===== config.mk =====
export PLATFORM = sky130hd
export DESIGN_NAME = xd_event_scheduler
export DESIGN_NICKNAME = d
export VERILOG_FILES = /design/src/rtl/xd_event_scheduler.sv
export SDC_FILE = /design/constraint.sdc
export NUM_CORES = 1
export LEC_CHECK = 0
export BUFFER_PORTS_ARGS = -buffer_cell sky130_fd_sc_hd__buf_2
export CAP_MARGIN = 15
export CELL_PAD_IN_SITES_DETAIL_PLACEMENT = 1
export CELL_PAD_IN_SITES_GLOBAL_PLACEMENT = 2
export CORE_ASPECT_RATIO = 0.5
export CORE_MARGIN = 2
export CORE_UTILIZATION = 37
export CTS_CLUSTER_DIAMETER = 150
export DETAILED_ROUTE_END_ITERATION = 10
export MAX_ROUTING_LAYER = met4
export PLACE_DENSITY = 0.88
export RECOVER_POWER = 50
export SKIP_LAST_GASP = 1
export SLEW_MARGIN = 0
export SYNTH_ARGS = -nofsm -noshare
export SYNTH_HDL_FRONTEND = slang
export SYNTH_SLANG_ARGS = --single-unit

===== constraint.sdc =====
create_clock -name clk -period 3.7 [get_ports clk]
set_input_delay 0.555 -clock clk [delete_from_list [all_inputs] [get_ports clk]]
set_output_delay 0.555 -clock clk [all_outputs]
set_load 0.1 [all_outputs]

===== src/rtl/xd_event_scheduler.sv =====
// ---------------------------------------------------------------------------
// xd_event_scheduler
//
// Source-domain controller that shares one toggle-based pulse-crossing
// channel among N_REQ event requesters. Single-cycle requests are latched
// into pend, granted round-robin, and each grant produces one flag_src pulse
// together with a stable requester id. After every launch the block holds
// off for GAP cycles so the destination synchroniser never merges toggles
// and always samples a settled id.
//
// Ports:
//   clk       in   1      source-domain clock
//   rst       in   1      asynchronous active-high reset
//   en        in   1      launch enable (requests still latch while low)
//   req       in   N_REQ  per-requester single-cycle event pulses
//   clr_ovr   in   1      clears all overrun bits
//   flag_src  out  1      single-cycle launch pulse to the crossing channel
//   id        out  ID_W   index of the last launched requester (held)
//   pend      out  N_REQ  latched-but-unsent requests
//   ovr       out  N_REQ  sticky overrun flags
//   busy      out  1      any pend bit set or holdoff in progress
// ---------------------------------------------------------------------------
module xd_event_scheduler #(
    parameter int N_REQ = 4,
    parameter int ID_W  = 2,
    parameter int GAP   = 8
) (
    input  logic             clk,
    input  logic             rst,
    input  logic             en,
    input  logic [N_REQ-1:0] req,
    input  logic             clr_ovr,
    output logic             flag_src,
    output logic [ID_W-1:0]  id,
    output logic [N_REQ-1:0] pend,
    output logic [N_REQ-1:0] ovr,
    output logic             busy
);

    typedef enum logic [1:0] {
        IDLE   = 2'd0,
        LAUNCH = 2'd1,
        HOLD   = 2'd2
    } state_t;

    localparam int              CNT_W      = 8;
    localparam logic [CNT_W-1:0] GAP_M1    = CNT_W'(GAP - 1);
    localparam logic [CNT_W-1:0] CNT_ONE   = {{(CNT_W-1){1'b0}}, 1'b1};
    localparam logic [N_REQ-1:0] MASK_ONE  = {{(N_REQ-1){1'b0}}, 1'b1};
    localparam logic [ID_W-1:0]  LAST_INIT = ID_W'(N_REQ - 1);

    state_t             state_r, state_nxt_s;
    logic [CNT_W-1:0]   cnt_r, cnt_nxt_s;
    logic [ID_W-1:0]    last_r, last_nxt_s;
    logic [ID_W-1:0]    id_r, id_nxt_s;
    logic               flag_r, flag_nxt_s;
    logic [N_REQ-1:0]   pend_r, pend_nxt_s;
    logic [N_REQ-1:0]   ovr_r, ovr_nxt_s;
    logic               busy_r, busy_nxt_s;

    logic               grant_valid_s;
    logic [ID_W-1:0]    grant_idx_s;
    logic [N_REQ-1:0]   grant_mask_s;

    // Round-robin search: first set pend bit starting just after the last grant.
    always_comb begin
        grant_valid_s = 1'b0;
        grant_idx_s   = '0;
        for (int k = 1; k <= N_REQ; k++) begin
            if (!grant_valid_s && pend_r[(int'(last_r) + k) % N_REQ]) begin
                grant_valid_s = 1'b1;
                grant_idx_s   = ID_W'((int'(last_r) + k) % N_REQ);
            end else begin
                grant_valid_s = grant_valid_s;
            end
        end
    end

    // Launch/holdoff FSM next-state and registered-output next values.
    always_comb begin
        state_nxt_s  = state_r;
        cnt_nxt_s    = cnt_r;
        last_nxt_s   = last_r;
        id_nxt_s     = id_r;
        flag_nxt_s   = 1'b0;
        grant_mask_s = '0;
        case (state_r)
            IDLE: begin
                if (en && grant_valid_s) begin
                    grant_mask_s = MASK_ONE << grant_idx_s;
                    flag_nxt_s   = 1'b1;
                    id_nxt_s     = grant_idx_s;
                    last_nxt_s   = grant_idx_s;
                    cnt_nxt_s    = GAP_M1;
                    state_nxt_s  = LAUNCH;
                end else begin
                    state_nxt_s  = IDLE;
                end
            end
            LAUNCH: begin
                cnt_nxt_s = cnt_r - CNT_ONE;
                // With GAP=2 the holdoff already expires at the end of the pulse.
                if (cnt_r <= CNT_ONE) begin
                    cnt_nxt_s   = '0;
                    state_nxt_s = IDLE;
                end else begin
                    state_nxt_s = HOLD;
                end
            end
            HOLD: begin
                if (cnt_r <= CNT_ONE) begin
                    cnt_nxt_s   = '0;
                    state_nxt_s = IDLE;
                end else begin
                    cnt_nxt_s   = cnt_r - CNT_ONE;
                    state_nxt_s = HOLD;
                end
            end
            default: begin
                cnt_nxt_s   = '0;
                state_nxt_s = IDLE;
            end
        endcase
    end

    // Pending / overrun bookkeeping; a request on its own grant edge re-arms pend.
    always_comb begin
        pend_nxt_s = (pend_r & ~grant_mask_s) | req;
        if (clr_ovr) begin
            ovr_nxt_s = req & pend_r & ~grant_mask_s;
        end else begin
            ovr_nxt_s = ovr_r | (req & pend_r & ~grant_mask_s);
        end
        busy_nxt_s = (|pend_nxt_s) || (state_nxt_s != IDLE);
    end

    // State and output registers.
    always_ff @(posedge clk or posedge rst) begin
        if (rst) begin
            state_r <= IDLE;
            cnt_r   <= '0;
            last_r  <= LAST_INIT;
            id_r    <= '0;
            flag_r  <= 1'b0;
            pend_r  <= '0;
            ovr_r   <= '0;
            busy_r  <= 1'b0;
        end else begin
            state_r <= state_nxt_s;
            cnt_r   <= cnt_nxt_s;
            last_r  <= last_nxt_s;
            id_r    <= id_nxt_s;
            flag_r  <= flag_nxt_s;
            pend_r  <= pend_nxt_s;
            ovr_r   <= ovr_nxt_s;
            busy_r  <= busy_nxt_s;
        end
    end

    assign flag_src = flag_r;
    assign id       = id_r;
    assign pend     = pend_r;
    assign ovr      = ovr_r;
    assign busy     = busy_r;

endmodule


==> metrics, run 1 <==
CP Capture Type=flip-flop; vias post-DR=1116; top cells by area, synth=dfrtp_1 (42%), o21ai_0 (4.6%), inv_1 (4.6%), nand2_1 (4.3%), dfstp_2 (4.0%); CP Launch Type=flip-flop; clock sink count=24; worst relative slew slack=37.1%; Die Area=4060 sq um; TritonCTS clock tree=yes; drt pass-1 iters=4; Setup Skew=0.00254 ns; outcome=completed; CTS Buffer Depth=2; first-pass GRT wire length=5170 um; Cells after Synth=141; CTS root buffer=clkbuf_8; Hold WC Path Type=flip-flop to flip-flop; register-to-register setup slack=1.51 ns; Worst-path clk slew=0.09 ns; I/O Buffers=19; predominant post-synthesis flop cell=dfrtp_1; end of the worst hold path=id[1]; TritonCTS buffer count=3; top cells by count, synth=dfrtp_1 (22), inv_1 (16), nand2_1 (15), nor2_1 (12), o21ai_0 (12); Die Wd=88.2 um; vias in the first global route=1088; initial antenna violation count=0; max cap viols=0; RSZ-0062 raised after global routing=no; largest net degree at the start of global routing=25; synthesis warning total=0; gr usage total=17.7%; drt total wl=3090 um; setup TNS=0 ns; ANT nets after route=0; WL per Instance=14.6 um; Final Hold Viols=0; critical path class=flip-flop to flip-flop; initial detailed-routing violation count=25; Worst Tran Pin Value=0.942 ns; setup bufs post-CTS=0; reg2reg path depth=5; # DRC=0; CTS H-tree depth=1; Die Ht=46.1 um; count leader, synth=dfrtp_1; worst r2r dst=busy; CP Data Arrival Time=2.34 ns; GP Congestion=0.786; multi-input logic area=602 sq um; FF+latch area=603 sq um; Vias/cell=5.26; Synth Register Bits=24; Reg-to-Reg Start=cnt_r[4]; Hold Path Stages=2; Period Utilization, post-route=59.3%; Post-synth EDFFs=0; post-layout min period=2.19 ns; GRT overflow=0; Final Setup Violations=0; Syn Nets=153; Unique masters post-synth=36; Clock Latency Late Sink=0.27 ns; post-synthesis cell area=1310 sq um; FILL cells=413; Hold Crit Start=id[1]; register area share after synthesis=46.0%; I/O Pins=20; share of layout cells above drive strength 1=18.0%; CP max FO=6; Total Nets Final=174; initial core utilization=38.4%; Yosys top cell by area=dfrtp_1; DP Wirelength=2270 um; FP Rows=15; required time of the worst setup path=3.84 ns; core area=3420 sq um; Avg Inst Size Synth=9.29 sq um; area growth from synthesis to final layout=13.5%; fmax=0.456 GHz; Async SR Flop Fraction=100%; top cell type's share of synthesized area=42.0%; max-slew violation count=0; # diodes=0; post-cts resize count=0; hold buffers post-CTS=0
[through the flow]
| step | cell area, sq um | hold WS (ns) | util [%] | cells | setup WS (ns) |
|---|---|---|---|---|---|
| floorplan | 1310 | 0.449 | - | 141 | 1.46 |
| global placement | 1450 | 0.456 | 42.6 | 208 | 1.78 |
| detailed placement | 1450 | 0.458 | 42.6 | 208 | 1.77 |
| CTS | 1510 | 0.477 | 44.2 | 212 | 1.75 |
| global route | 1490 | 0.494 | 43.5 | 212 | 1.34 |
| finish | 1490 | 0.474 | 43.5 | 212 | 1.51 |
[critical path, stage by stage, from the launching register on]
cell      delay [ns]
dfrtp_1         0.44
or3_4           0.42
o31ai_1         0.59
o21ai_1         0.18
nor4b_2         0.31
nand4b_1        0.13
[routing by layer]
metal  global-route usage, %  wire length (um)  vias to the layer above
met3                    3.23                68                        6
met5                       -                 0                        -
met4                    6.36                61                        0
met2                    28.5              1440                       15
met1                    23.0              1520                      550
li1                        -                 -                      545
[how the worst max path moves through the flow]
| stage | start | end | depth (start not counted) |
|---|---|---|---|
| floorplan | pend[1] | busy | 6 |
| global placement | pend[1] | busy | 5 |
| detailed placement | pend[1] | busy | 5 |
| CTS | pend[1] | busy | 5 |
| global route | cnt_r[0] | busy | 7 |
| finish | cnt_r[4] | busy | 5 |
[cell families (layout without fill, tap and decap cells)]
group / count (synthesis) / in the layout / share of synthesized area, %
AOI/OAI and AO/OA: 47 / 47 / 25.8
adders and majority gates: 4 / 4 / 3.82
buffers and inverters: 21 / 41 / 6.30
DFF: 24 / 24 / 46.0
and+or+nand+nor: 45 / 45 / 18.1
[layout make-up]
type | count | share of cell area [%]
repair buffers | 19 | 6.40
inverters | 18 | 4.55
flip-flops and latches | 24 | 40.6
multi-input cells | 96 | 40.5
well taps | 51 | 4.29
clock buffers | 4 | 3.70
[registers in the layout, summed over array words and instances, names as in the netlist]
name	flops
last_r	2
ovr	4
state_r	2
busy	1
cnt_r	8
id	2
flag_src	1
pend	4
[cells in the final DEF, fill, tap and decap left out, drive strengths merged]
cell / synthesis / final
a22o: 2 / 2
o41ai: 2 / 2
a21o: 4 / 4
o22ai: 2 / 2
dfstp: 2 / 2
a21boi: 2 / 2
nor4b: 1 / 1
nor4: 1 / 1
a31o: 1 / 1
or4: 2 / 2
a21oi: 4 / 4
nand2: 15 / 15
o21ai: 14 / 14
o31ai: 5 / 5
nor2: 12 / 12
ha: 4 / 4
or3: 2 / 2
buf: 3 / 19
o311ai: 4 / 4
o21a: 1 / 1
nand4b: 1 / 1
clkbuf: 0 / 4
and3b: 1 / 1
inv: 18 / 18
o211a: 1 / 1
a31oi: 2 / 2
dfrtp: 22 / 22
nand2b: 4 / 4
o211ai: 3 / 3
nor3: 5 / 5
nand3: 1 / 1
Power of run 1 is left out: the tool's default activity adds up to more than one toggle a clock period on the data nets, which glitch-free logic cannot reach.
==> run 2: changes to the inputs <==
ABC_AREA = 1   (was unset)
CORE_UTILIZATION = 30   (was 37)
PLACE_DENSITY = 0.8   (was 0.88)
clock period = 1.9 ns   (was 3.7 ns; I/O delays follow)
==> metrics, run 2 <==
Hold WC Path Type=primary input to async pin (was flip-flop to flip-flop); I/O Pins=20 (unchanged); Unique masters post-synth=26 (was 36); CTS H-tree depth=1 (unchanged); critical path class=flip-flop to flip-flop (unchanged); top cell type's share of synthesized area=37.2% (was 42.0%); required time of the worst setup path=2.07 ns (was 3.84 ns); predominant post-synthesis flop cell=dfrtp_1 (unchanged); synthesis warning total=0 (unchanged); top cells by area, synth=dfrtp_1 (37%), nand2_1 (13%), inv_1 (8.1%), nand2_2 (5.5%), nand3_1 (4.4%) (was dfrtp_1 (42%), o21ai_0 (4.6%), inv_1 (4.6%), nand2_1 (4.3%), dfstp_2 (4.0%)); failing checks=setup timing; gr busiest metal=met2 (unchanged); initial core utilization=32.3% (was 38.4%); core area=4570 sq um (was 3420 sq um); post-layout min period=1.93 ns (was 2.19 ns); max reg flops=8 (unchanged); register area share after synthesis=40.8% (was 46.0%); CP max FO=9 (was 6); Worst Tran Pin Value=0.579 ns (was 0.942 ns); met2 usage=30.1% (was 28.5%); drt total wl=3770 um (was 3090 um); Setup WS pre-CTS=-0.102 ns (was 1.77 ns); Async SR Flop Fraction=100% (unchanged); Syn Nets=202 (was 153); Final Hold Viols=0 (unchanged); CP Capture Type=flip-flop (unchanged); commonest non-fill, non-tap cell in the layout=nand2_1 (was dfrtp_1); # diodes=0 (unchanged); RSZ-0062 raised after global routing=yes (was no); M1 GR Usage=18.0% (was 23.0%); count leader, synth=nand2_1 (was dfrtp_1); critical path launch point=last_r[0] (was cnt_r[4]); Yosys top cell by area=dfrtp_1 (unchanged); FILL cells=570 (was 413); Die Area=5540 sq um (was 4060 sq um); gr usage total=16.0% (was 17.7%); reg2reg path depth=14 (was 5); worst relative slew slack=61.4% (was 37.1%); Total Nets Final=241 (was 174); CTS Buffer Depth=2 (unchanged); met3 usage=2.34% (was 3.23%); Top reg by flops=cnt_r (unchanged); fin area=1960 sq um (was 1490 sq um); TritonCTS buffer count=3 (unchanged); Synth Register Bits=24 (unchanged); clock sink count=24 (unchanged); CP Data Arrival Time=2.09 ns (was 2.34 ns); final hold slack=0.0517 ns (was 0.474 ns); WL per Instance=12.8 um (was 14.6 um); ANT nets after route=0 (unchanged); post-route insts no fill=294 (was 212); Worst-path clk slew=0.09 ns (about the same); DP Wirelength=2890 um (was 2270 um); Die Ht=53.6 um (was 46.1 um); Avg Inst Size Synth=7.78 sq um (was 9.29 sq um); area growth from synthesis to final layout=32.2% (was 13.5%); FP Rows=17 (was 15); CTS root buffer=clkbuf_8 (unchanged); Placed Cells incl. Taps=284 (was 208); first-pass GRT wire length=6460 um (was 5170 um); final worst setup slack=-0.0273 ns (was 1.51 ns); post-synthesis cell area=1480 sq um (was 1310 sq um); Setup Skew=0.00723 ns (was 0.00254 ns); Cells after Synth=190 (was 141); worst r2r dst=busy (unchanged); DP Area=1720 sq um (was 1450 sq um); Final Setup Violations=1 (was 0); initial antenna violation count=0 (unchanged); register-to-register setup slack=-0.03 ns (was 1.51 ns); fmax=0.519 GHz (was 0.456 GHz); CP Launch Type=flip-flop (unchanged); Clock Latency Late Sink=0.27 ns (about the same); max cap viols=0 (unchanged); max-slew violation count=0 (unchanged); TritonCTS clock tree=yes (unchanged); most frequent cells in the layout=nand2_1 (35), inv_1 (30), nand2_2 (23) (was dfrtp_1 (22), buf_2 (19), inv_1 (16)); vias post-DR=1328 (was 1116); largest net degree at the start of global routing=16 (was 25); Reg-to-Reg Start=last_r[0] (was cnt_r[4]); outcome=complete, but fails checks (was completed); GRT overflow=0 (unchanged); share of layout cells above drive strength 1=45.6% (was 18.0%); Vias/cell=4.52 (was 5.26); drt pass-1 iters=3 (was 4); hold buffers post-CTS=0 (unchanged); Period Utilization, post-route=101% (was 59.3%); GP Congestion=0.780 (was 0.786); I/O Buffers=19 (unchanged); Post-synth EDFFs=0 (unchanged); vias in the first global route=1385 (was 1088); initial detailed-routing violation count=23 (was 25); Die Wd=103 um (was 88.2 um); # DRC=0 (unchanged); top cells by count, synth=nand2_1 (50), inv_1 (32), dfrtp_1 (22), nand2_2 (13), nand3_1 (13) (was dfrtp_1 (22), inv_1 (16), nand2_1 (15), nor2_1 (12), o21ai_0 (12))
run 2: cell types whose count changed in the layout (fill, tap and decap cells not counted), sizes merged, moves of 4 or more:
cell,before,now
buf,19,35
o31ai,5,0
inv,18,36
nand2,15,66
nor3,5,0
nor2,12,16
nand3,1,15
o311ai,4,0
a21o,4,0
nand2b,4,0
run 2: cell families after synthesis:
group           count (synthesis)  synth area share [%]
xor+xnor                        1                 0.592
fa+ha+maj                       4                  3.38
buf+inv                        38                  11.0
compound gates                 22                  9.73
simple gates                  101                  34.5
flops                          24                  40.8
run 2: how the worst max path moves through the flow:
stage                     endpoint  slack, ns  cells past startpoint
after floorplan               busy       0.04                     13
after global placement        busy      -0.07                     12
after detailed placement  cnt_r[3]      -0.10                     11
after CTS                     busy      -0.01                     14
after global routing          busy      -0.15                     14
final                         busy      -0.03                     14
run 2: timing repair:
item                       4_1_cts  5_1_grt
resized for setup               20       21
setup buffers                    5        1
pin swaps                        4        5
setup endpoints to repair       10       18
run 2: through the flow:
step                utilization [%]  TNS [ns]
finish                         42.8   -0.0273
global route                   42.8    -0.962
CTS                            41.0   -0.0197
detailed placement             37.6    -0.394
global placement               37.6   -0.0785
floorplan                         -         0
run 2: critical path, cell delays in order, from the launching register on:
cell     delay, ns
dfstp_2       0.57
buf_6         0.11
inv_6         0.05
nand2_2       0.07
nand2_4       0.07
nand2_4       0.09
nand2_4       0.07
nor2_4        0.11
nand2_1       0.07
nor2_2        0.13
nor2_4        0.07
nor2_4        0.09
nand2_2       0.07
a21oi_2       0.17
nand3_1       0.09
run 2: layout make-up:
class,count,area [sq um],area share (%)
Timing Repair Buffer,36,226,11.6
Inverter,36,140,7.17
Tap cell,66,82.6,4.22
Sequential cell,24,608,31.1
Clock buffer,4,55.1,2.82
Multi-Input combinational cell,128,843,43.1
run 2: routing by layer:
layer / wire (um) / part of all wire, %
met1: 1580 / 42
met2: 2130 / 57
met3: 51 / 1.4
met4: 10 / 0.27
met5: 0 / 0
Power of run 2 is left out for the same reason.
